==> src/rtl/truth_table_scanner.sv <==
// rtl/truth_table_scanner.sv - sweeps every input vector into a combinational DUT and captures its truth table (optional CHECK state: TT_SCAN_CONSISTENCY_EN)
module truth_table_scanner #(
  parameter int N_IN   = 3,
  parameter int SETTLE = 2
) (
  input  logic                 clk,
  input  logic                 rst_n,
  input  logic                 start,
  output logic                 busy,
  output logic                 done,
  output logic [N_IN-1:0]      dut_in,
  input  logic                 dut_out,
  output logic [2**N_IN-1:0]   truth_table,
  output logic                 err
);

  // Vector counter is one bit wider than dut_in so the last-vector compare never wraps.
  localparam logic [N_IN:0] LAST_VEC    = {1'b0, {N_IN{1'b1}}};
  localparam logic [7:0]    SETTLE_LAST = 8'(SETTLE - 1);

`ifdef TT_SCAN_CONSISTENCY_EN
  typedef enum logic [2:0] {IDLE, DRIVE, SAMPLE, CHECK, DONE} state_t;
  localparam state_t ADV_STATE = CHECK;
`else
  typedef enum logic [2:0] {IDLE, DRIVE, SAMPLE, DONE} state_t;
  localparam state_t ADV_STATE = SAMPLE;
`endif

  state_t          state_q, state_d;
  logic [N_IN:0]   vec_q;
  logic [N_IN:0]   vec_next;
  logic [7:0]      cnt_q;
  logic            last_vec;

  assign vec_next = vec_q + 1'b1;
  assign last_vec = (vec_q == LAST_VEC);

  // State register.
  always_ff @(posedge clk or negedge rst_n) begin
    if (!rst_n) state_q <= IDLE;
    else        state_q <= state_d;
  end

  // Next-state decode; busy and done are pure state decodes.
  always_comb begin
    state_d = state_q;
    busy    = 1'b0;
    done    = 1'b0;
    case (state_q)
      IDLE: begin
        if (start) state_d = DRIVE;
      end
      DRIVE: begin
        busy = 1'b1;
        if (cnt_q == SETTLE_LAST) state_d = SAMPLE;
      end
      SAMPLE: begin
        busy = 1'b1;
`ifdef TT_SCAN_CONSISTENCY_EN
        state_d = CHECK;
`else
        state_d = last_vec ? DONE : DRIVE;
`endif
      end
`ifdef TT_SCAN_CONSISTENCY_EN
      CHECK: begin
        busy    = 1'b1;
        state_d = last_vec ? DONE : DRIVE;
      end
`endif
      DONE: begin
        done    = 1'b1;
        state_d = IDLE;
      end
      default: state_d = IDLE;
    endcase
  end

  // Datapath: vector/settle counters, driven vector and captured table.
  always_ff @(posedge clk or negedge rst_n) begin
    if (!rst_n) begin
      vec_q       <= '0;
      cnt_q       <= '0;
      dut_in      <= '0;
      truth_table <= '0;
    end else begin
      if (state_q == IDLE && start) begin
        vec_q       <= '0;
        cnt_q       <= '0;
        dut_in      <= '0;
        truth_table <= '0;
      end
      if (state_q == DRIVE) cnt_q <= cnt_q + 8'd1;
      if (state_q == SAMPLE) truth_table[vec_q[N_IN-1:0]] <= dut_out;
      // dut_in only moves on the edge that re-enters DRIVE for the next vector.
      if (state_q == ADV_STATE && !last_vec) begin
        vec_q  <= vec_next;
        cnt_q  <= '0;
        dut_in <= vec_next[N_IN-1:0];
      end
    end
  end

`ifdef TT_SCAN_CONSISTENCY_EN
  logic err_q;

  // Sticky flag: the re-sample in CHECK disagrees with what SAMPLE captured.
  always_ff @(posedge clk or negedge rst_n) begin
    if (!rst_n) begin
      err_q <= 1'b0;
    end else if (state_q == IDLE && start) begin
      err_q <= 1'b0;
    end else if (state_q == CHECK && dut_out != truth_table[vec_q[N_IN-1:0]]) begin
      err_q <= 1'b1;
    end
  end

  assign err = err_q;
`else
  assign err = 1'b0;
`endif

endmodule

==> config.mk <==
export PLATFORM = sky130hd
export DESIGN_NAME = truth_table_scanner
export DESIGN_NICKNAME = d
export VERILOG_FILES = /design/src/rtl/truth_table_scanner.sv
export SDC_FILE = /design/constraint.sdc
export NUM_CORES = 1
export LEC_CHECK = 0
export BUFFER_PORTS_ARGS = -buffer_cell sky130_fd_sc_hd__buf_2
export CORE_MARGIN = 4
export CORE_UTILIZATION = 45
export DETAILED_ROUTE_END_ITERATION = 10
export PLACE_DENSITY_LB_ADDON = 0.12
export SYNTH_ARGS = -nofsm -noshare
export SYNTH_HDL_FRONTEND = slang
export SYNTH_SLANG_ARGS = --single-unit
export TNS_END_PERCENT = 5
==> constraint.sdc <==
create_clock -name clk -period 2.3 [get_ports clk]
set_clock_uncertainty 0.1 [all_clocks]
set_input_delay 0.23 -clock clk [delete_from_list [all_inputs] [get_ports clk]]
set_output_delay 0.23 -clock clk [all_outputs]
set_load 0.005 [all_outputs]
Word level (Yosys, flattened, before mapping)
Index checks and enable logic that the tools add are counted.
{"block": "op_classes", "bitwise_logic": 0, "eq_ne": 7, "mul": 0, "reduce_logical": 9, "shift": 0, "n_mux": 18, "magnitude_cmp": 2, "div_mod_pow": 0, "add_sub_neg": 2}
{"op": "$mux 8", "n": 5}
{"op": "$mux 3", "n": 4}
{"op": "$pmux 3 s3", "n": 1}
{"op": "$add 8x1->8 const B", "n": 1}
{"op": "$bwmux 8", "n": 1}
{"op": "$eq 8x1->1 const B", "n": 1}
{"op": "$mux 4", "n": 2}
{"op": "$eq 3x2->1 const B", "n": 2}
{"op": "$add 4x1->4 const B", "n": 1}
{"op": "$eq 4x3->1 const B", "n": 1}
{"op": "$lt 3x4->1 const B", "n": 1}
{"op": "$ne 2x2->1 const B", "n": 2}
{"op": "$demux 1 s3", "n": 1}
{"op": "$eq 3x1->1 const B", "n": 1}
{"op": "$ge 3x1->1 const B", "n": 1}
{"op": "$logic_and 1x1->1", "n": 3}
{"op": "$logic_not 3->1", "n": 1}
{"op": "$mux 1", "n": 3}
{"op": "$reduce_bool 3->1", "n": 1}
{"op": "$mux 2", "n": 1}
{"op": "$reduce_and 2->1", "n": 1}
{"op": "$reduce_bool 2->1", "n": 1}
{"op": "$reduce_or 2->1", "n": 1}
{"op": "$logic_not 1->1", "n": 1}
{"block": "word_totals", "latch_bits": 0, "elab_cells": 43, "input_bits": 4, "output_inout_bits": 14, "mem_bits_rw": 0, "regBits": 26, "romBits": 0, "memories": 0}

Depth between registers and ports, before layout
Gate-level depths: netlist of the first run.
{"block": "logic_depth", "depth_word": 6, "depth_mapped": 7, "depth_no_buf": 6}

Least setup slack after synthesis of the first run
No wires, ideal clock.
{"block": "synth_path", "path_type": "register to register", "start": "register cnt_q[1]", "end": "register state_q[1]", "required_time_ps": 2079, "path_slack_ps": 536, "setup_time_ps": 121, "path_buffers": 0, "synth_period_minus_slack_ps": 1764, "stages_incl_launch_ff": 7, "arrival_ps": 1543, "cell_sequence": "dfrtp_1 inv_1 ha_1 or4b_4 a211oi_2 o21ai_1 a22o_1"}
{"block": "synth_via", "elab_chain_len": 3}
{"element": "from (decl)", "line_no": "32", "rtl": "logic [7:0] cnt_q;"}
{"element": "from (signal assigned)", "line_no": "93", "rtl": "if (state_q == DRIVE) cnt_q <= cnt_q + 8'd1;"}
{"element": "$eq 8x1->1", "line_no": "55", "rtl": "if (cnt_q == SETTLE_LAST) state_d = SAMPLE;"}
{"element": "$ne 2x2->1 (no source line)"}
{"element": "$reduce_and 2->1 (no source line)"}
{"element": "to (signal assigned)", "line_no": "41", "rtl": "else state_q <= state_d;"}
{"element": "to (decl)", "line_no": "29", "rtl": "state_t state_q, state_d;"}
Every way passes these cells.
A chain may end at the register's enable or synchronous reset.

Worst setup path in the final report of the first run
Ends and elaborated chain as after synthesis.

==> run_results.csv, run 1 <==
group,metric,value,unit
outcome,outcome,"finished, final reports clean",
cells_and_area,finalNonFillerCells,183,
drt,final_antenna_net_count,0,
power_and_ir_drop,power_frac_comb,3.6,%
placed_design,place_congestion,0.787,
floorplan,die_x,61.6,um
drt,drtPass1Iterations,4,
sta,fmax,528,MHz
cts,postCtsSetupBuffers,0,
drt,drt-total-wl,2.52,mm
flow_run,maxCapViolCount,0,
power_and_ir_drop,p_per_area,507,mW/mm^2
worst_setup_path,r2r-end,"state_q[1]",
grt,grt_max_degree,23,
cells_and_area,multiInputGateArea,666,um^2
cts,clockRootBuffer,"clkbuf_4",
synth,synth_area_leader_cell,"dfrtp_1",
worst_setup_path,rr_worst_depth,6,
worst_setup_path,end_kind,"flip-flop",
worst_setup_path,cp_max_fo,5,
floorplan,design.core.area,0.00276,mm^2
synth,synth_cell_type_count,33,
sta,worst_pin_slew,0.579,ns
synth,syn_nets,153,
power_and_ir_drop,power,0.723,mW
drt,wl_per_cell,13.8,um
drt,drc,0,
cells_and_area,fin_util,51.8,%
worst_setup_path,critPathLaunchType,"flip-flop",
cts,numClockSinks,22,
power_and_ir_drop,power.share.clock,41.7,%
cts,cts_tree,"built",
synth,synthCells,142,
grt,grt_overflow_total,0,
sta,fin_crit_sh,82.3,%
min_path,hold_depth,3,
grt,grt_pass1_vias,941,
power_and_ir_drop,p_leak,0.634,nW
worst_setup_path,worstSetupPathType,"reg2reg",
drt,vias_per_cell,5.68,
sta,setup_slack,0.408,ns
cts,clock_latency,0.31,ns
cts,cts_buffers,3,
min_path,hold_end,"truth_table[0]",
synth,synth_area,0.00129,mm^2
sta,finalSetupViolCount,0,
worst_setup_path,worstPathArrival,2.00,ns
sta,hold_ws,0.0361,ns
cells_and_area,fillers,265,
floorplan,start_util,47.0,%
power_and_ir_drop,p_sw_share,20.0,%
sta,period_needed,1.89,ns
sta,maxSlewViolCount,0,
synth,synth_ff_type,"dfrtp_1",
cells_and_area,seq_area,551,um^2
cts,htree_num_levels,1,
cts,cts_buffer_depth,2,
placed_design,dpl.cell_count,178,
cells_and_area,fin_area,0.00143,mm^2
synth,ys_seq_area_share,42.5,%
drt,num_vias,1040,
synth,yosysWarnings,0,
grt,grt_pass1_wl,4.26,mm
floorplan,rows,19,
min_path,worstHoldStart,"dut_out",
cells_and_area,drive_above_1_share,18.4,%
sta,hold_viol,0,
cts,path_clk_slew,0.13,ns
power_and_ir_drop,pwr-share-seq,54.7,%
grt,grt_usage,15.0,%
grt,antenna_found_initial,0,
synth,synth_top_area_share,42.5,%
worst_setup_path,r2r-start,"cnt_q[1]",
floorplan,fp.dieH,61.6,um
sta,rsz0062_at_grt,"no",
drt,drt_iter0_drc,100,
min_path,hold_path.class,"in2reg",
worst_setup_path,rrSetupSlack,0.41,ns
worst_setup_path,cp.required,2.41,ns
floorplan,ioPinCount,18,
power_and_ir_drop,internal-power,0.579,mW
power_and_ir_drop,p_switching,0.145,mW
placed_design,hpwl,1.73,mm
synth,synth_seq_cells,22,
floorplan,dieArea,0.00380,mm^2
synth,ys_async_sr_fraction,100,%
placed_design,placed_cell_area,0.00137,mm^2
placed_design,pre_cts_slack,0.426,ns
sta,relSlewSlack,61.4,%
cells_and_area,diodes,0,
sta,timing.setup.tns,0,ns
synth,synthTopCellsByArea,"dfrtp_1, ha_1, a21oi_1",
synth,syn_area_per_cell,9.12,um^2
cts,post_cts_resized,0,
placed_design,io_buffers,16,
power_and_ir_drop,ir_drop,0.366,mV
cells_and_area,nets,164,
synth,synth_edf_count,0,
cells_and_area,syn_to_final_growth,10.2,%
[cell usage in the layout (no fill, tap or decap), types with 3 or more instances in the layout]
cell	n
nor3_1	3
nand2_1	15
nand3b_1	7
o21ai_0	10
clkbuf_4	3
a21oi_1	14
buf_2	16
nor2b_1	3
dfrtp_1	22
nand3_1	11
nand4b_1	4
nand2b_1	3
ha_1	7
inv_1	4
nor2_1	3
[repair_timing]
item / in CTS / in global routing
endpoints found under the setup margin: 0 / 0
hold buffers: 1 / 0
endpoints found under the hold margin: 22 / 0
[worst max-delay path, cell delays in order (launching register included)]
cell	delay [ns]
dfrtp_1	0.44
inv_1	0.07
ha_1	0.12
or4b_4	0.46
a211oi_2	0.31
o21ai_1	0.11
a22o_1	0.19
[power by group through the flow]
stage	Clock, mW	Combinational, mW	Sequential, mW
finish	0.302	0.0259	0.396
global route	0.326	0.0307	0.397
CTS	0.312	0.0272	0.396
detailed placement	0	0.0261	0.403
global placement	0	0.0255	0.403
floorplan	0	0.00742	0.404
[how the worst max path moves through the flow]
stage / start / end / slack [ns] / cells past startpoint
finish: cnt_q[1] / state_q[1] / 0.41 / 6
global route: state_q[0] / vec_q[2] / 0.28 / 6
CTS: cnt_q[1] / state_q[1] / 0.40 / 6
detailed placement: cnt_q[1] / state_q[1] / 0.43 / 6
global placement: cnt_q[1] / state_q[1] / 0.49 / 6
floorplan: cnt_q[1] / state_q[1] / 0.54 / 6
[layer usage]
metal	GRT usage [%]	vias up	wire length (um)
met1	21.8	503	1270
met4	5.76	0	16
met3	2.52	2	103
met5	0	-	0
li1	-	518	-
met2	22.3	17	1130
[flip-flops by register name, indices dropped and copies added, names as in the netlist]
name	cells
cnt_q	8
dut_in	2
state_q	2
truth_table	8
vec_q	2
[synth_stat cells, drive strengths merged, types with 2 or more instances]
cell type and count:
dfrtp 22, nand2 15, a21oi 14, nand3 11, o21ai 11, clkbuf 9, ha 7, nand3b 7
buf 4, inv 4, nand4b 4, nand2b 3, nor2 3, nor2b 3, nor3 3, and2 2
mux2i 2, o41ai 2, or3b 2, xnor2 2
[cells by family (layout without fill, tap and decap cells)]
group,Yosys count,count (layout),synth area share [%]
other,1,1,0.290
flip-flops,22,22,42.5
AND/OR/NAND/NOR,57,57,25.4
AO/OA/AOI/OAI,32,32,14.5
XOR/XNOR,3,3,2.03
multiplexers,3,3,2.42
adder cells (fa/ha/maj),7,7,6.76
buffers and inverters,17,27,6.09
[final cells by class]
type	count	area share, %
timing repair buffer	19	7.36
multi-input combinational	103	46.6
inverter	4	1.05
clock buffer	3	1.58
sequential	22	38.6
tap	31	2.72
clock inverter	1	2.10
(Power assumes the default switching activity.)
==> run 2, diff against run 1 <==
clock period = 1.7 ns   (was 2.3 ns; I/O delays follow)
==> run 2 against run 1 <==
Against the previous run:
- the flow now finishes with violations (negative setup slack)
- hold slack better by 0.19 ns
- die area unchanged
- core utilization is 4.2 points higher
- worst setup slack got worse by 0.49 ns
- sequential cell count did not move
- clock power up 37%
- critical path depth unchanged
- final area up 8.2%
- combinational power is 42% higher
- via count up 3.1%
- largest power group unchanged
- highest routed layer unchanged
==> run_results.csv, run 2 (synthesis results as in run 1) <==
group,metric,value,unit
drt,final_antenna_net_count,0,
outcome,violations,"negative setup slack",
sta,fmax,563,MHz
cells_and_area,seq_area,551,um^2
floorplan,fp.dieH,61.6,um
floorplan,rows,19,
worst_setup_path,crit_chain,"inv_1 > ha_1 > or4b_4 > a211oi_4 > o21ai_1 > a22o_1",
sta,hold_ws,0.224,ns
sta,finalSetupViolCount,1,
drt,wl_per_cell,13.5,um
power_and_ir_drop,p_switching,0.202,mW
power_and_ir_drop,ir_drop,0.452,mV
cts,cts_buffer_depth,2,
drt,route.met2.wl,1.15,mm
sta,period_needed,1.78,ns
worst_setup_path,worstSetupPathType,"reg2reg",
floorplan,die_x,61.6,um
cts,cts_tree,"built",
drt,drt_iter0_drc,58,
grt,grt_pass1_vias,1010,
drt,met3_length,107,um
worst_setup_path,r2r-end,"state_q[1]",
power_and_ir_drop,p_sw_share,20.4,%
grt,grt_usage,16.8,%
worst_setup_path,cp_slowest_stage_delay,0.48,ns
cts,clock_latency,0.32,ns
sta,hold_viol,0,
cts,htree_num_levels,1,
cells_and_area,diodes,0,
cells_and_area,finalNonFillerCells,196,
sta,setup_slack,-0.0774,ns
power_and_ir_drop,internal-power,0.785,mW
power_and_ir_drop,p_leak,0.699,nW
cells_and_area,reg_top3,"cnt_q: 8 flops, truth_table: 8 flops",
drt,drt-total-wl,2.65,mm
drt,vias_per_cell,5.47,
sta,fin_crit_sh,105,%
cells_and_area,nets,177,
worst_setup_path,crit_slowest_cell,"or4b_4",
drt,top_layer_used,"met4",
floorplan,dieArea,0.00380,mm^2
worst_setup_path,worstPathArrival,1.90,ns
min_path,hold_depth,5,
placed_design,dpl.cell_count,190,
drt,drc,0,
min_path,hold_end,"vec_q[3]",
cells_and_area,syn_to_final_growth,19.2,%
cells_and_area,fin_util,56.0,%
flow_run,maxCapViolCount,0,
grt,antenna_found_initial,0,
grt,grt_overflow_total,0,
floorplan,design.core.area,0.00276,mm^2
power_and_ir_drop,power_frac_comb,3.7,%
drt,drtPass1Iterations,4,
placed_design,io_buffers,16,
worst_setup_path,rrSetupSlack,-0.08,ns
power_and_ir_drop,pwr-share-seq,54.3,%
worst_setup_path,critPathLaunchType,"flip-flop",
cells_and_area,fillers,254,
grt,grt_pass1_wl,4.64,mm
cells_and_area,drive_above_1_share,25.5,%
cts,path_clk_slew,0.14,ns
power_and_ir_drop,p_per_area,639,mW/mm^2
floorplan,start_util,47.0,%
floorplan,ioPinCount,18,
worst_setup_path,cp_max_fo,3,
sta,timing.setup.tns,-0.0774,ns
min_path,hold_path.class,"in2reg",
power_and_ir_drop,power,0.987,mW
placed_design,placed_cell_area,0.00146,mm^2
worst_setup_path,end_kind,"flip-flop",
power_and_ir_drop,power.share.clock,42.0,%
cts,clockRootBuffer,"clkbuf_4",
cells_and_area,mostFrequentLayoutCell,"dfrtp_1",
grt,grt_max_degree,23,
placed_design,hpwl,1.90,mm
drt,wl_met1,1.35,mm
worst_setup_path,r2r-start,"cnt_q[1]",
worst_setup_path,rr_worst_depth,6,
drt,num_vias,1072,
cts,numClockSinks,22,
cts,cts_buffers,3,
cells_and_area,most-common-layout-cells,"dfrtp_1, buf_2, nand2_1, a21oi_1, buf_4",
cells_and_area,multiInputGateArea,682,um^2
worst_setup_path,path_delay_family,"compound AO/OA/AOI/OAI gates",
sta,maxSlewViolCount,0,
placed_design,place_congestion,0.782,
cells_and_area,fin_area,0.00154,mm^2
worst_setup_path,cp.required,1.82,ns
outcome,outcome,"finished, violations left",
min_path,worstHoldStart,"start",
placed_design,pre_cts_slack,-0.0508,ns
worst_setup_path,path_buf_inv,1,
sta,rsz0062_at_grt,"yes",
-- run 2: timing repair --
item                                    CTS  global route
gates cloned                              0             0
hold endpoints to repair                 23             0
endpoints found under the setup margin    2            11
hold buffers                              2             0
resized for setup                         1             3
buffers inserted                          0             0
-- run 2: power groups by stage --
stage          clock [mW]  sequential [mW]  combinational, mW
2_1_floorplan           0            0.547             0.0100
3_3_place_gp            0            0.545             0.0343
3_5_place_dp            0            0.546             0.0347
4_1_cts             0.427            0.536             0.0383
5_1_grt             0.452            0.537             0.0446
6_report            0.415            0.536             0.0368
-- run 2: worst reg2reg max path: cells and delay by family, from the launching register on --
kind	cells	cell delay (ns)
simple gates	1	0.48
compound gates	3	0.53
buf+inv	1	0.06
flops	1	0.40
fa+ha+maj	1	0.12
-- run 2: per-layer routing --
metal / track usage, % / up-vias
li1: - / 544
met1: 23.3 / 506
met2: 24.4 / 18
met3: 2.73 / 4
met4: 10.0 / 0
met5: 0 / -
-- run 2: worst max path at each step --
stage	from	to	cells after the start
after global placement	cnt_q[1]	state_q[1]	6
final	cnt_q[1]	state_q[1]	6
after detailed placement	cnt_q[1]	state_q[1]	6
after floorplan	cnt_q[1]	state_q[1]	6
after CTS	cnt_q[1]	state_q[1]	6
after global routing	cnt_q[1]	state_q[1]	6
-- run 2: cell type report --
class	instances	area share [%]
clock buffer	3	1.46
clock inverter	1	1.94
inverter	4	0.972
multi-input combinational	103	44.2
sequential	22	35.7
tap	31	2.51
timing repair buffer	32	13.3
